**src/rtl/mem_port_arbiter.sv**
```systemverilog
// Shares one single-port memory between instruction fetch and data access, with a watchdog timeout.
// Optional build macro MEM_ARB_RR_EN: alternate the winner when both requesters contend.
module mem_port_arbiter #(
  parameter int unsigned TIMEOUT = 255,
  parameter int unsigned AW      = 32
) (
  input  logic          clk,
  input  logic          rst_n,
  input  logic          if_req,
  input  logic [AW-1:0] if_addr,
  output logic [31:0]   if_rdata,
  output logic          if_ack,
  input  logic          d_req,
  input  logic [3:0]    d_wea,
  input  logic [AW-1:0] d_addr,
  input  logic [31:0]   d_wdata,
  output logic [31:0]   d_rdata,
  output logic          d_ack,
  output logic          err,
  output logic          m_req,
  output logic [AW-1:0] m_addr,
  output logic [3:0]    m_wea,
  output logic [31:0]   m_wdata,
  input  logic          m_gnt,
  input  logic          m_rvalid,
  input  logic [31:0]   m_rdata,
  output logic          busy
);

  typedef enum logic [1:0] {IDLE, ISSUE, WAIT, RESP} state_e;
  typedef enum logic {FETCH = 1'b0, DATA = 1'b1} owner_e;

  state_e        state_q, state_d;
  owner_e        owner_q, owner_d;
  logic          m_req_q, m_req_d;
  logic [AW-1:0] m_addr_q, m_addr_d;
  logic [3:0]    m_wea_q, m_wea_d;
  logic [31:0]   m_wdata_q, m_wdata_d;
  logic [31:0]   if_rdata_q, if_rdata_d;
  logic [31:0]   d_rdata_q, d_rdata_d;
  logic          if_ack_q, if_ack_d;
  logic          d_ack_q, d_ack_d;
  logic          err_q, err_d;
  logic [15:0]   wdog_q, wdog_d;
  logic          pick_data, done, tmo, wdog_hit;
  logic [31:0]   resp_data;
`ifdef MEM_ARB_RR_EN
  owner_e        last_owner_q, last_owner_d;
`endif

  // State register
  always_ff @(posedge clk) begin
    if (!rst_n) begin
      state_q    <= IDLE;
      owner_q    <= FETCH;
      m_req_q    <= 1'b0;
      m_addr_q   <= '0;
      m_wea_q    <= '0;
      m_wdata_q  <= '0;
      if_rdata_q <= '0;
      d_rdata_q  <= '0;
      if_ack_q   <= 1'b0;
      d_ack_q    <= 1'b0;
      err_q      <= 1'b0;
      wdog_q     <= '0;
`ifdef MEM_ARB_RR_EN
      last_owner_q <= DATA;
`endif
    end else begin
      state_q    <= state_d;
      owner_q    <= owner_d;
      m_req_q    <= m_req_d;
      m_addr_q   <= m_addr_d;
      m_wea_q    <= m_wea_d;
      m_wdata_q  <= m_wdata_d;
      if_rdata_q <= if_rdata_d;
      d_rdata_q  <= d_rdata_d;
      if_ack_q   <= if_ack_d;
      d_ack_q    <= d_ack_d;
      err_q      <= err_d;
      wdog_q     <= wdog_d;
`ifdef MEM_ARB_RR_EN
      last_owner_q <= last_owner_d;
`endif
    end
  end

  // Next-state logic
  always_comb begin
    state_d  = state_q;
    owner_d  = owner_q;
    done     = 1'b0;
    tmo      = 1'b0;
    // Fires in the TIMEOUT-th cycle spent in ISSUE+WAIT
    wdog_hit = ({1'b0, wdog_q} + 17'd1) == 17'(TIMEOUT);
`ifdef MEM_ARB_RR_EN
    pick_data    = d_req && (!if_req || (last_owner_q == FETCH));
    last_owner_d = (state_q == RESP) ? owner_q : last_owner_q;
`else
    pick_data    = d_req;
`endif
    case (state_q)
      IDLE: begin
        if (d_req || if_req) begin
          owner_d = pick_data ? DATA : FETCH;
          state_d = ISSUE;
        end
      end
      ISSUE: begin
        if (m_gnt && m_rvalid) begin
          done    = 1'b1;
          state_d = RESP;
        end else if (wdog_hit) begin
          tmo     = 1'b1;
          state_d = RESP;
        end else if (m_gnt) begin
          state_d = WAIT;
        end
      end
      WAIT: begin
        if (m_rvalid) begin
          done    = 1'b1;
          state_d = RESP;
        end else if (wdog_hit) begin
          tmo     = 1'b1;
          state_d = RESP;
        end
      end
      RESP:    state_d = IDLE;
      default: state_d = IDLE;
    endcase
  end

  // Registered output logic
  always_comb begin
    m_req_d    = m_req_q;
    m_addr_d   = m_addr_q;
    m_wea_d    = m_wea_q;
    m_wdata_d  = m_wdata_q;
    if_rdata_d = if_rdata_q;
    d_rdata_d  = d_rdata_q;
    if_ack_d   = 1'b0;
    d_ack_d    = 1'b0;
    err_d      = 1'b0;
    wdog_d     = wdog_q;
    resp_data  = tmo ? '0 : m_rdata;
    case (state_q)
      IDLE: begin
        if (state_d == ISSUE) begin
          m_req_d = 1'b1;
          wdog_d  = '0;
          if (owner_d == DATA) begin
            m_addr_d  = d_addr;
            m_wea_d   = d_wea;
            m_wdata_d = d_wdata;
          end else begin
            m_addr_d  = if_addr;
            m_wea_d   = '0;
            m_wdata_d = '0;
          end
        end
      end
      ISSUE: begin
        wdog_d = wdog_q + 16'd1;
        if (m_gnt || tmo) m_req_d = 1'b0;
      end
      WAIT:    wdog_d = wdog_q + 16'd1;
      default: ;
    endcase
    if (done || tmo) begin
      err_d = tmo;
      if (owner_q == DATA) begin
        d_ack_d   = 1'b1;
        d_rdata_d = resp_data;
      end else begin
        if_ack_d   = 1'b1;
        if_rdata_d = resp_data;
      end
    end
  end

  assign m_req    = m_req_q;
  assign m_addr   = m_addr_q;
  assign m_wea    = m_wea_q;
  assign m_wdata  = m_wdata_q;
  assign if_rdata = if_rdata_q;
  assign d_rdata  = d_rdata_q;
  assign if_ack   = if_ack_q;
  assign d_ack    = d_ack_q;
  assign err      = err_q;
  assign busy     = (state_q != IDLE);

endmodule

```
**config.mk**
```make
export PLATFORM = sky130hd
export DESIGN_NAME = mem_port_arbiter
export DESIGN_NICKNAME = d
export VERILOG_FILES = /design/src/rtl/mem_port_arbiter.sv
export SDC_FILE = /design/constraint.sdc
export NUM_CORES = 1
export LEC_CHECK = 0
export ABC_AREA = 1
export CORE_UTILIZATION = 46
export CTS_CLUSTER_SIZE = 25
export DETAILED_ROUTE_END_ITERATION = 7
export PLACE_DENSITY = 0.95
export SLEW_MARGIN = 20
export SYNTH_ARGS = -nofsm -noshare
export SYNTH_HDL_FRONTEND = slang
export SYNTH_SLANG_ARGS = --single-unit
```
**constraint.sdc**
```tcl
create_clock -name clk -period 6.6 [get_ports clk]
set_clock_uncertainty 0.15 [all_clocks]
set_input_delay 1.32 -clock clk [delete_from_list [all_inputs] [get_ports clk]]
set_output_delay 1.32 -clock clk [all_outputs]
set_load 0.005 [all_outputs]
```
==> results.py <==
metrics = {
    "sta": {
        "post-route-period-util": 0.585,
        "layout_setup_ws_ns": 2.74,
        "finalSetupTns_ns": 0,
        "fmaxAchievable_mhz": 259,
        "tightest_slew_ns": 0.968,
        "timing.hold.ws_ns": 0.313,
        "fin_crit_ns": 3.86,
        "hold_viol_final": 0,
        "relSlewSlack": 0.354,
        "setup_viol": 0,
        "grt_setup_unrepaired": "false",
        "slew_violations": 0,
    },
    "worst_hold_path": {
        "worstHoldPathType": "register to register",
        "hold_path.startpoint": "m_addr[11]$_SDFFE_PN0P_",
        "holdPathEnd": "m_addr[11]$_SDFFE_PN0P_",
        "hold_depth": 2,
    },
    "synth": {
        "synth_top_area_share": 0.475,
        "syn_nets": 985,
        "ys_top_cells_by_area": "dfxtp_1 (47%), nand2_1 (12%), a21oi_1 (9.2%), mux2_2 (5.5%), nor2_1 (4.4%)",
        "synth-edff-count": 0,
        "yosysTopAreaCell": "dfxtp_1",
        "synthCells": 841,
        "synth_common_cells": "nand2_1 (205), dfxtp_1 (155), a21oi_1 (120)",
        "yosysWarningCount": 0,
        "postSynth.asyncResetShare": 0,
        "synth_top_flop_cell": "dfxtp_1",
        "ys_seq_elements": 155,
        "syn_area_mm2": 0.00653,
        "synth.avg_cell_area_um2": 7.77,
        "synth.distinct_cells": 29,
        "ys_seq_area_frac": 0.475,
        "yosysMostFrequentCell": "nand2_1",
    },
    "cells_and_area": {
        "nets": 1232,
        "drive_gt1_frac": 0.0990,
        "synthToLayoutAreaGrowth_pct": 51.6,
        "utilization": 0.713,
        "fin_area_mm2": 0.00990,
        "antenna_cells": 0,
    },
    "detailed_routing": {
        "drtAntennaViolNets": 0,
        "viasPerCell": 5.28,
        "wl_um": 20500,
        "drc": 0,
        "via_count": 6767,
        "drt_first_pass_iters": 5,
        "drt_iter0_markers": 458,
        "wl_per_cell_um": 16.0,
    },
    "clock_tree": {
        "clkSinkCount": 155,
        "root_buffer": "clkbuf_16",
        "cts_tree": "yes",
        "insertion_delay_ns": 0.42,
        "post-cts-setup-buffers": 0,
        "cts_hold_buffers": 0,
        "cts.clk_slew.worst_paths_ns": 0.06,
        "clk_path_buf_depth": 2,
        "htree_levels": 4,
        "cts_made_buffers": 17,
        "cts_resized": 0,
    },
    "critical_path": {
        "max_stage_delay_ns": 0.52,
        "ff2ff_setup_slack_ns": 2.74,
        "crit_top_cell": "nand2_1",
        "worst_setup_path_start_kind": "register",
        "worstRegToRegCells": 21,
        "worst_setup_path_end_kind": "register",
        "cpMaxStageDelayCell": "inv_2",
        "path_max_fanout": 50,
        "path_cells": "ha_1 -> nand2_1 -> nor2_2 -> nand3_1 -> nand2_1 -> nand2_1 -> nor2_1 -> nand2_1 -> nor2_2 -> nand2_2 -> nand2_1 -> nand2_1 -> nand2_1 -> nand2_2 -> inv_2 -> nand3_2 -> buf_4 -> inv_2 -> buf_4 -> nor2_1 -> a21oi_1",
        "required_ns": 6.79,
        "rr_endpoint": "m_wdata[13]$_SDFFE_PN0P_",
        "worstSetupPathType": "register to register",
        "rr_startpoint": "wdog_q[0]$_SDFFE_PN0P_",
        "cp.arrival_ns": 4.05,
    },
    "placed_design": {
        "dpl.hpwl_um": 13900,
        "pre_cts_ws_ns": 2.41,
        "gp_congestion": 0.899,
        "io_buffers": 274,
        "placed_area_mm2": 0.00930,
    },
    "grt": {
        "grt_pass1_wl_um": 31900,
        "grt_overflow_total": 0,
        "antenna_found_initial": 0,
        "grt_pass1_vias": 6514,
        "grt_usage": 0.280,
        "grt_max_degree": 65,
    },
    "flow_run": {
        "cap_viol_max_count": 0,
    },
    "power": {
        "vdd_ir_drop_max_mv": 0.242,
        "p_leak_nw": 3.80,
        "p_per_area_mw_per_mm2": 315,
    },
    "die": {
        "fp.dieH_um": 121,
        "dieWidth_um": 121,
        "dieArea_mm2": 0.0147,
        "placementRows": 43,
        "core_area_mm2": 0.0139,
        "pin_count": 275,
        "initial_core_util": 0.471,
    },
    "run_status": {
        "status": "finished clean",
    },
}
-- layout by cell type (no fill, tap or decap), drive strengths merged, types with 4 or more instances in the layout --
| cell | instances |
|---|---|
| a211oi | 12 |
| a21oi | 140 |
| buf | 7 |
| clkbuf | 22 |
| clkdlybuf4s50 | 274 |
| clkinv | 4 |
| clkinvlp | 4 |
| dfxtp | 155 |
| ha | 6 |
| inv | 39 |
| mux2 | 32 |
| nand2 | 208 |
| nand3 | 43 |
| nand4 | 8 |
| nor2 | 83 |
| o21ai | 54 |
-- layout make-up --
cell class | instances | area [um2]
Multi-Input combinational cell | 594 | 3030
Inverter | 39 | 146
Clock inverter | 10 | 114
Fill cell | 960 | 3980
Tap cell | 180 | 225
Clock buffer | 22 | 484
Timing Repair Buffer | 281 | 2800
Sequential cell | 155 | 3100
-- sequential cells by signal (all words and copies together), names as in the netlist --
signal / cells
d_ack: 1
d_rdata: 32
err: 1
if_ack: 1
if_rdata: 32
m_addr: 32
m_req: 1
m_wdata: 32
m_wea: 4
owner_q: 1
state_q: 2
wdog_q: 16
-- where the power goes --
group | switching (W) | internal, W | total [W]
registers | 0.0000859 | 0.00109 | 0.00118
clock network | 0.000385 | 0.000596 | 0.000981
logic | 0.000474 | 0.000490 | 0.000963
total | 0.000945 | 0.00218 | 0.00312
-- worst max-delay path, delay by kind of cell (launching register included) --
family	cells	cell delay (ns)
flops	1	0.44
fa+ha+maj	1	0.27
compound gates	1	0.14
buf+inv	4	1.31
simple gates	15	1.45
-- worst max-delay path by stage --
stage / start / to / slack, ns / depth (start not counted)
6_report: wdog_q[0]$_SDFFE_PN0P_ / m_wdata[13]$_SDFFE_PN0P_ / 2.74 / 21
5_1_grt: wdog_q[0]$_SDFFE_PN0P_ / m_addr[0]$_SDFFE_PN0P_ / 2.34 / 21
4_1_cts: wdog_q[0]$_SDFFE_PN0P_ / m_addr[0]$_SDFFE_PN0P_ / 2.77 / 21
3_5_place_dp: if_req / m_wdata[0]$_SDFFE_PN0P_ / 2.41 / 13
3_3_place_gp: if_req / m_wdata[3]$_SDFFE_PN0P_ / 2.49 / 13
2_1_floorplan: if_req / m_addr[10]$_SDFFE_PN0P_ / 3.96 / 7
-- stage by stage --
step / total power [W] / std cells
2_1_floorplan: 0.00168 / 841
3_5_place_dp: 0.00214 / 1249
4_1_cts: 0.00313 / 1281
3_3_place_gp: 0.00211 / 1249
6_report: 0.00312 / 1281
5_1_grt: 0.00328 / 1281
-- metal layers --
| metal | share of wire | vias up | GRT usage | routed length (um) |
|---|---|---|---|---|
| met5 | 0 | - | 0 | 0 |
| met4 | 0.030 | 0 | 0.109 | 614 |
| met2 | 0.49 | 314 | 0.491 | 10100 |
| li1 | - | 3280 | - | - |
| met1 | 0.38 | 3121 | 0.299 | 7850 |
| met3 | 0.094 | 52 | 0.110 | 1920 |
-- cells by family after synthesis --
family                     synth area share
adders and majority gates            0.0115
and+or+nand+nor                       0.216
xor gates and xnor gates            0.00268
DFF                                   0.475
buffers and inverters                0.0613
muxes                                0.0552
AOI/OAI and AO/OA                     0.179
Power figures use the tool's default switching activity.
